File: src/rtl/stopwatch_lap.sv
// rtl/stopwatch_lap.sv - prescaled toggle-start stopwatch with wrap/saturate overflow and lap FIFO
module stopwatch_lap #(
    parameter int WIDTH    = 16,
    parameter int PRESCALE = 1000,
    parameter int LAPS     = 4,
    parameter int SATURATE = 0
) (
    input  logic                       clk,
    input  logic                       reset,
    input  logic                       toggle,
    input  logic                       clear,
    input  logic                       lap,
    input  logic                       lap_rd,
    output logic [WIDTH-1:0]           timer,
    output logic                       running,
    output logic                       overflow,
    output logic [WIDTH-1:0]           lap_data,
    output logic                       lap_valid,
    output logic [$clog2(LAPS+1)-1:0]  lap_count,
    output logic                       lap_drop
);

    localparam int PW = (PRESCALE > 1) ? $clog2(PRESCALE) : 1;
    localparam int AW = (LAPS > 1) ? $clog2(LAPS) : 1;
    localparam int CW = $clog2(LAPS + 1);
    localparam logic [PW-1:0] PRE_LAST = PW'(PRESCALE - 1);
    localparam logic [AW-1:0] PTR_LAST = AW'(LAPS - 1);
    localparam logic [CW-1:0] FULL_CNT = CW'(LAPS);

    logic             running_q, running_d;
    logic [PW-1:0]    presc_q, presc_d;
    logic [WIDTH-1:0] timer_q, timer_d;
    logic             overflow_q, overflow_d;
    logic [WIDTH-1:0] mem_q [LAPS];
    logic [WIDTH-1:0] mem_d [LAPS];
    logic [AW-1:0]    rd_ptr_q, rd_ptr_d;
    logic [AW-1:0]    wr_ptr_q, wr_ptr_d;
    logic [CW-1:0]    count_q, count_d;
    logic             drop_q, drop_d;

    logic tick, full, empty, do_push, do_pop;

    // Pointers wrap at LAPS rather than at a power of two.
    function automatic logic [AW-1:0] ptr_inc(input logic [AW-1:0] p);
        return (p == PTR_LAST) ? '0 : p + 1'b1;
    endfunction

    always_comb begin
        tick    = running_q && (presc_q == PRE_LAST);
        full    = (count_q == FULL_CNT);
        empty   = (count_q == '0);
        do_pop  = lap_rd && !empty && !clear;
        do_push = lap && (!full || lap_rd) && !clear;
        drop_d  = lap && full && !lap_rd && !clear;

        running_d  = running_q ^ toggle;
        presc_d    = presc_q;
        timer_d    = timer_q;
        overflow_d = overflow_q;
        mem_d      = mem_q;
        rd_ptr_d   = rd_ptr_q;
        wr_ptr_d   = wr_ptr_q;
        count_d    = count_q;

        if (clear) begin
            presc_d    = '0;
            timer_d    = '0;
            overflow_d = 1'b0;
            rd_ptr_d   = '0;
            wr_ptr_d   = '0;
            count_d    = '0;
        end else begin
            // The prescaler freezes while stopped so a pause keeps the partial period.
            if (running_q) begin
                presc_d = tick ? '0 : presc_q + 1'b1;
            end
            if (tick) begin
                if (&timer_q) begin
                    overflow_d = 1'b1;
                    timer_d    = (SATURATE != 0) ? timer_q : '0;
                end else begin
                    timer_d = timer_q + 1'b1;
                end
            end
            if (do_push) begin
                mem_d[wr_ptr_q] = timer_q;
                wr_ptr_d        = ptr_inc(wr_ptr_q);
            end
            if (do_pop) begin
                rd_ptr_d = ptr_inc(rd_ptr_q);
            end
            case ({do_push, do_pop})
                2'b10:   count_d = count_q + 1'b1;
                2'b01:   count_d = count_q - 1'b1;
                default: count_d = count_q;
            endcase
        end
    end

    always_ff @(posedge clk or negedge reset) begin
        if (!reset) begin
            running_q  <= 1'b0;
            presc_q    <= '0;
            timer_q    <= '0;
            overflow_q <= 1'b0;
            rd_ptr_q   <= '0;
            wr_ptr_q   <= '0;
            count_q    <= '0;
            drop_q     <= 1'b0;
            for (int i = 0; i < LAPS; i++) begin
                mem_q[i] <= '0;
            end
        end else begin
            running_q  <= running_d;
            presc_q    <= presc_d;
            timer_q    <= timer_d;
            overflow_q <= overflow_d;
            rd_ptr_q   <= rd_ptr_d;
            wr_ptr_q   <= wr_ptr_d;
            count_q    <= count_d;
            drop_q     <= drop_d;
            mem_q      <= mem_d;
        end
    end

    always_comb begin
        timer     = timer_q;
        running   = running_q;
        overflow  = overflow_q;
        lap_valid = (count_q != '0);
        lap_count = count_q;
        lap_drop  = drop_q;
        lap_data  = (count_q != '0) ? mem_q[rd_ptr_q] : '0;
    end

endmodule

File: config.mk
export PLATFORM = sky130hd
export DESIGN_NAME = stopwatch_lap
export DESIGN_NICKNAME = d
export VERILOG_FILES = /design/src/rtl/stopwatch_lap.sv
export SDC_FILE = /design/constraint.sdc
export NUM_CORES = 1
export LEC_CHECK = 0
export BUFFER_PORTS_ARGS = -buffer_cell sky130_fd_sc_hd__buf_2
export CAP_MARGIN = 20
export CELL_PAD_IN_SITES_DETAIL_PLACEMENT = 2
export CELL_PAD_IN_SITES_GLOBAL_PLACEMENT = 2
export CORE_MARGIN = 2
export CORE_UTILIZATION = 30
export DETAILED_ROUTE_END_ITERATION = 10
export PLACE_DENSITY_LB_ADDON = 0.1
export SETUP_SLACK_MARGIN = 0.1
export SLEW_MARGIN = 10
export SYNTH_ARGS = -nofsm -noshare
export SYNTH_HDL_FRONTEND = slang
export SYNTH_SLANG_ARGS = --single-unit
export TNS_END_PERCENT = 5
File: constraint.sdc
create_clock -name clk -period 3.2 [get_ports clk]
set_clock_uncertainty 0.1 [all_clocks]
set_input_delay 0.16 -clock clk [delete_from_list [all_inputs] [get_ports clk]]
set_output_delay 0.16 -clock clk [all_outputs]
set_load 0.01 [all_outputs]
==> results.json, run 1 <==
{
  "outcome": "complete, no violations",
  "power_leakage_uw": 0.00269,
  "finish.utilization": 0.349,
  "io_pins": 45,
  "stdcell_area_mm2": 0.00577,
  "setup_tns_ns": 0,
  "cts_sinks": 100,
  "async_flop_share": 1.00,
  "diodes": 0,
  "vdd_drop_max_uv": 272,
  "met2_usage": 0.276,
  "cap_violations": 0,
  "synth-edff-count": 0,
  "initial_core_util": 0.305,
  "die_h_um": 134,
  "wirelength_um": 13000,
  "min_period_over_period": 0.757,
  "syn-cell-area_mm2": 0.00504,
  "cts_made_buffers": 9,
  "synth_simple_gate_area_frac": 0.140,
  "synth_cell_types": 41,
  "path_clk_slew_ns": 0.07,
  "clock_path_buffers": 2,
  "grt.overflow.total": 0,
  "yosysWarningCount": 0,
  "max_freq_mhz": 413,
  "grt_pass1_wl_um": 21700,
  "grt_use_met1": 0.199,
  "synth_compound_area_frac": 0.0482,
  "place_hpwl_um": 8630,
  "cts_tree": "built",
  "swShare": 0.288,
  "setup_viol": 0,
  "ant_nets": 0,
  "p_sw_uw": 840,
  "cts-root-buf": "clkbuf_16",
  "relSlewSlack": 0.589,
  "layout-drive-gt1-share": 0.330,
  "cp.required_ns": 2.94,
  "hold_viol": 0,
  "yosys.area_share.adder": 0.0214,
  "antenna_found_initial": 0,
  "p_comb_frac": 0.153,
  "worst_setup_path_start_kind": "flop",
  "htreeDepth": 3,
  "synth_top_family_by_area": "multiplexers",
  "pwr-share-clk": 0.359,
  "intPower_uw": 2070,
  "hold_class": "in -> reg",
  "synth_ff_type": "dfrtp_1",
  "grt.total_usage": 0.158,
  "die_x_um": 134,
  "grt_max_degree": 47,
  "crit_type": "reg -> out",
  "vias": 3299,
  "firstDrtPassIters": 4,
  "routed_via_density": 4.93,
  "use_met3": 0.0377,
  "cp_data_arrival_time_ns": 2.16,
  "clk_latency_ns": 0.35,
  "num_rows": 47,
  "wl_per_cell_um": 19.4,
  "busiest_layer": "met2",
  "tightest_slew_ns": 0.617,
  "rsz0062_at_grt": "false",
  "drtIter0Drc": 57,
  "p_seq_frac": 0.488,
  "crit_fanout": 13,
  "syn_to_final_growth_pct": 14.5,
  "core-area_mm2": 0.0165,
  "first_global_vias": 3771,
  "io_buffers": 44,
  "hold_start": "lap",
  "avgSynthCellArea_um2": 12.5,
  "ys_ff_latch": 100,
  "final_nets": 458,
  "critical_path.startpoint": "rd_ptr_q[0]",
  "powerDensity_mw_per_mm2": 505,
  "muxShareOfSynthArea": 0.221,
  "worstSetupEndpointType": "primary output",
  "synth_seq_area_share": 0.497,
  "r2r_start": "lap_count[1]",
  "synth_nets": 416,
  "postSynthCellCount": 402,
  "min_period_ns": 2.42,
  "place_congestion": 0.733,
  "dieArea_mm2": 0.0178,
  "post_cts_buffers": 0,
  "slew_viol_final": 0,
  "yosys.area_share.xor_xnor": 0.0330,
  "drc": 0,
  "placed_cell_area_mm2": 0.00547
}
==> cells by family (layout without fill, tap and decap cells) <==
family / count (synthesis) / count (layout)
mux: 75 / 75
buf+inv: 31 / 78
compound gates: 41 / 41
xor+xnor: 19 / 19
flops: 100 / 100
fa+ha+maj: 8 / 8
simple gates: 128 / 128
==> power by group through the flow <==
stage               clock network, uW  registers, uW  logic, uW
detailed placement                  0           1450        463
global placement                    0           1440        445
CTS                              1100           1420        465
global route                     1140           1440        503
floorplan                           0           1400        316
finish                           1050           1420        445
==> cell type report <==
cell class	count	area (um2)
repair buffers	56	350
multi-input cells	271	2340
well taps	220	275
inverters	6	22.5
flip-flops and latches	100	2500
fillers	1715	10800
clock buffers	11	243
clock inverters	5	37.5
==> per-stage QoR <==
stage          worst slack, ns  hold slack, ns  cells  total power, uW
2_1_floorplan            0.939          -0.236    402             1720
3_3_place_gp             0.889           0.250    650             1880
3_5_place_dp             0.809          0.0866    651             1910
4_1_cts                  0.705          0.0526    669             2990
5_1_grt                  0.582          0.0847    669             3080
6_report                 0.777          0.0672    669             2910
==> synth_stat cells, drive strengths merged (2+ instances only) <==
cell | n | share of area
nand3 | 14 | 0.014
ha | 7 | 0.017
o31ai | 2 | 0.0030
inv | 6 | 0.0045
nor4 | 2 | 0.0025
nand2b | 4 | 0.0050
a21oi | 12 | 0.012
nor2b | 18 | 0.022
mux2 | 56 | 0.14
xnor2 | 8 | 0.014
o2bb2ai | 2 | 0.0035
o21ai | 16 | 0.016
a22oi | 4 | 0.0060
clkbuf | 13 | 0.0097
dfrtp | 100 | 0.50
mux4 | 16 | 0.072
nor3 | 15 | 0.015
buf | 12 | 0.026
mux2i | 3 | 0.0060
xor2 | 11 | 0.019
nand2 | 27 | 0.033
nand4 | 7 | 0.0087
nor2 | 31 | 0.023
or3 | 3 | 0.0037
==> worst paths after layout <==
path	end	slack, ns	cells past startpoint
max	lap_data[3]	0.78	4
max in group asynchronous	mem_q[46]	1.89	4
min	wr_ptr_q[1]	0.07	3
max reg2reg	lap_count[2]	0.82	7
min reg2reg	mem_q[39]	0.39	2
min in group asynchronous	mem_q[54]	0.24	2
==> sequential cells by signal (all words and copies together) (netlist names) <==
register,count
wr_ptr_q,2
lap_count,3
lap_drop,1
mem_q,64
rd_ptr_q,2
running,1
presc_q,10
overflow,1
timer,16
==> layer usage <==
| metal | wire length [um] | share of wire |
|---|---|---|
| met5 | 0 | 0 |
| met1 | 5730 | 0.44 |
| met3 | 352 | 0.027 |
| met2 | 6790 | 0.52 |
| met4 | 112 | 0.0086 |
==> critical path: stages, from the launching register on <==
cell and delay (ns):
dfrtp_1 0.73, buf_12 0.25, mux4_2 0.51, nor2b_1 0.16, buf_2 0.16
==> cell usage in the layout (no fill, tap or decap), types with 2 or more instances in the layout <==
master,instances
buf_4,9
or3_1,3
nand2_8,4
nand2_1,23
mux4_2,16
clkbuf_16,9
nor3_1,14
nor2_1,31
buf_2,43
o2bb2ai_1,2
mux2i_1,3
mux2_2,32
a21oi_1,12
dfrtp_1,100
inv_1,6
ha_1,7
xnor2_1,8
a22oi_1,4
xor2_1,11
clkinv_4,2
dlygate4sd3_1,2
nand2b_1,4
nor4_1,2
mux2_4,24
o31ai_1,2
nand4_1,7
clkinvlp_4,2
nand3_1,14
o21ai_0,16
nor2b_1,18
==> timing repair <==
item,in CTS,in global routing
hold buffers,2,0
endpoints found under the hold margin,37,0
resized for setup,0,0
Note: power is estimated with default switching activity, not from simulation.
==> run 2: changes to the inputs <==
==> constraint.sdc (replaced) <==
create_clock -name clk -period 2.1 [get_ports clk]
set_clock_uncertainty 0.1 [all_clocks]
set_input_delay 0.105 -clock clk [delete_from_list [all_inputs] [get_ports clk]]
set_output_delay 0.105 -clock clk [all_outputs]
set_load 0.01 [all_outputs]
==> run 2 against run 1 <==
Clock power grew 67%. Register-to-register slack lost 0.78 ns. Cell area grew 7.9%. Sequential share of layout area shrank 3.1 points. Clock-buffer cell count shrank 1. Worst hold slack lost 0.049 ns. Total power grew 60%. Routed wire length grew 5.7%. Sequential power grew 47%. Die area is the same. Combinational power grew 86%. Largest power group unchanged. Utilization grew 2.7 points.
==> results.json, run 2 (synthesized netlist as in run 1, its figures left out) <==
{
  "cts-root-buf": "clkbuf_16",
  "drc": 0,
  "io_buffers": 44,
  "first_global_vias": 3926,
  "die_x_um": 134,
  "outcome": "complete, no violations",
  "dieArea_mm2": 0.0178,
  "powerDensity_mw_per_mm2": 750,
  "r2r_start": "lap_count[1]",
  "place_hpwl_um": 9030,
  "hold-worst-slack_ns": 0.0183,
  "ff2ff_setup_slack_ns": 0.04,
  "grt_max_degree": 46,
  "wirelength_um": 13700,
  "stdcell_area_mm2": 0.00622,
  "cp_data_arrival_time_ns": 2.19,
  "wl_per_cell_um": 19.6,
  "num_rows": 47,
  "syn_to_final_growth_pct": 23.5,
  "cp.required_ns": 2.23,
  "holdPathStages": 3,
  "firstDrtPassIters": 4,
  "setup_viol": 0,
  "cts_made_buffers": 9,
  "nFillCells": 1737,
  "crit_type": "reg -> reg",
  "placed_cell_area_mm2": 0.00569,
  "clock_path_buffers": 2,
  "slew_viol_final": 0,
  "vias": 3431,
  "routed_via_density": 4.91,
  "finish.utilization": 0.376,
  "rr_endpoint": "lap_count[2]",
  "cts_sinks": 100,
  "worstHoldEndpoint": "wr_ptr_q[1]",
  "relSlewSlack": 0.605,
  "vdd_drop_max_uv": 443,
  "worstRegToRegCells": 7,
  "die_h_um": 134,
  "htreeDepth": 3,
  "final_common_cell": "dfrtp_1",
  "min_period_over_period": 0.979,
  "layout-drive-gt1-share": 0.403,
  "worst_setup_path_start_kind": "flop",
  "tightest_slew_ns": 0.592,
  "fin_cells": 699,
  "final_nets": 488,
  "hold_start": "lap",
  "core-area_mm2": 0.0165,
  "hold_viol": 0,
  "layout_common_cells": "dfrtp_1 (97), mux2_4 (56), buf_2 (43), buf_4 (38), nor2_1 (30)",
  "largest_register": "mem_q",
  "initial_core_util": 0.305,
  "largest_register_ffs": 64,
  "place_congestion": 0.755,
  "grt.total_usage": 0.162,
  "dpl.cell_count": 679,
  "diodes": 0,
  "worstSetupEndpointType": "flop",
  "clk_latency_ns": 0.35,
  "rsz0062_at_grt": "true",
  "max_freq_mhz": 486,
  "antenna_found_initial": 0,
  "cts_tree": "built",
  "io_pins": 45,
  "grt_pass1_wl_um": 22100,
  "power_leakage_uw": 0.00297,
  "path_clk_slew_ns": 0.07,
  "cap_violations": 0,
  "drtIter0Drc": 64,
  "grt.overflow.total": 0,
  "crit_fanout": 3,
  "ant_nets": 0,
  "hold_class": "in -> reg",
  "min_period_ns": 2.06
}
## run 2: per-layer routing
| layer | up-vias | track usage | share of wire | wire length [um] |
|---|---|---|---|---|
| li1 | 1564 | - | - | - |
| met1 | 1820 | 0.204 | 0.46 | 6310 |
| met3 | 12 | 0.0312 | 0.022 | 302 |
| met4 | 0 | 0.0443 | 0.012 | 165 |
| met2 | 35 | 0.285 | 0.51 | 6950 |
| met5 | - | 0 | 0 | 0 |
## run 2: layout make-up
| class | instances | area [um2] | area share |
|---|---|---|---|
| clock buffers | 10 | 229 | 0.0368 |
| clock inverters | 6 | 72.6 | 0.0117 |
| inverters | 6 | 22.5 | 0.00362 |
| multi-input cells | 271 | 2540 | 0.409 |
| flip-flops and latches | 100 | 2510 | 0.403 |
| well taps | 220 | 275 | 0.0442 |
| repair buffers | 86 | 571 | 0.0917 |
## run 2: worst max-delay path by stage
stage	to	from	depth (start not counted)
global route	lap_count[2]	lap_count[1]	7
CTS	lap_count[2]	lap_count[1]	7
floorplan	lap_count[2]	lap_count[0]	8
detailed placement	lap_count[2]	lap_count[1]	8
global placement	lap_count[2]	lap_count[0]	7
finish	lap_count[2]	lap_count[1]	7
## run 2: report_power, final
group | internal [uW] | leakage, uW | switching [uW]
combinational | 363 | 0.00144 | 465
clock | 937 | 0.000143 | 810
sequential | 2020 | 0.00138 | 65.6
total | 3320 | 0.00297 | 1340
## run 2: metrics by stage
step | setup WS, ns | total power, uW | TNS (ns)
6_report | 0.0432 | 4660 | 0
5_1_grt | -0.0650 | 4910 | -0.0650
4_1_cts | 0.0184 | 4760 | 0
3_5_place_dp | -0.0434 | 2960 | -0.0434
3_3_place_gp | -0.0148 | 2920 | -0.0148
2_1_floorplan | -0.131 | 2630 | -2.16
## run 2: critical path: stages (launching register included)
cell and delay [ns]:
dfrtp_2 0.40, or4b_4 0.53, a21o_4 0.24, nor2_4 0.08, fa_2 0.20, mux2i_1 0.20, xnor2_1 0.14, nor2_1 0.05
## run 2: what timing repair did
item                                    CTS  global route
hold buffers                              3             0
pin swaps                                 5             8
gates resized for setup                   4            42
setup buffers                             0             1
endpoints found under the setup margin   69            84
hold endpoints to repair                 44             0
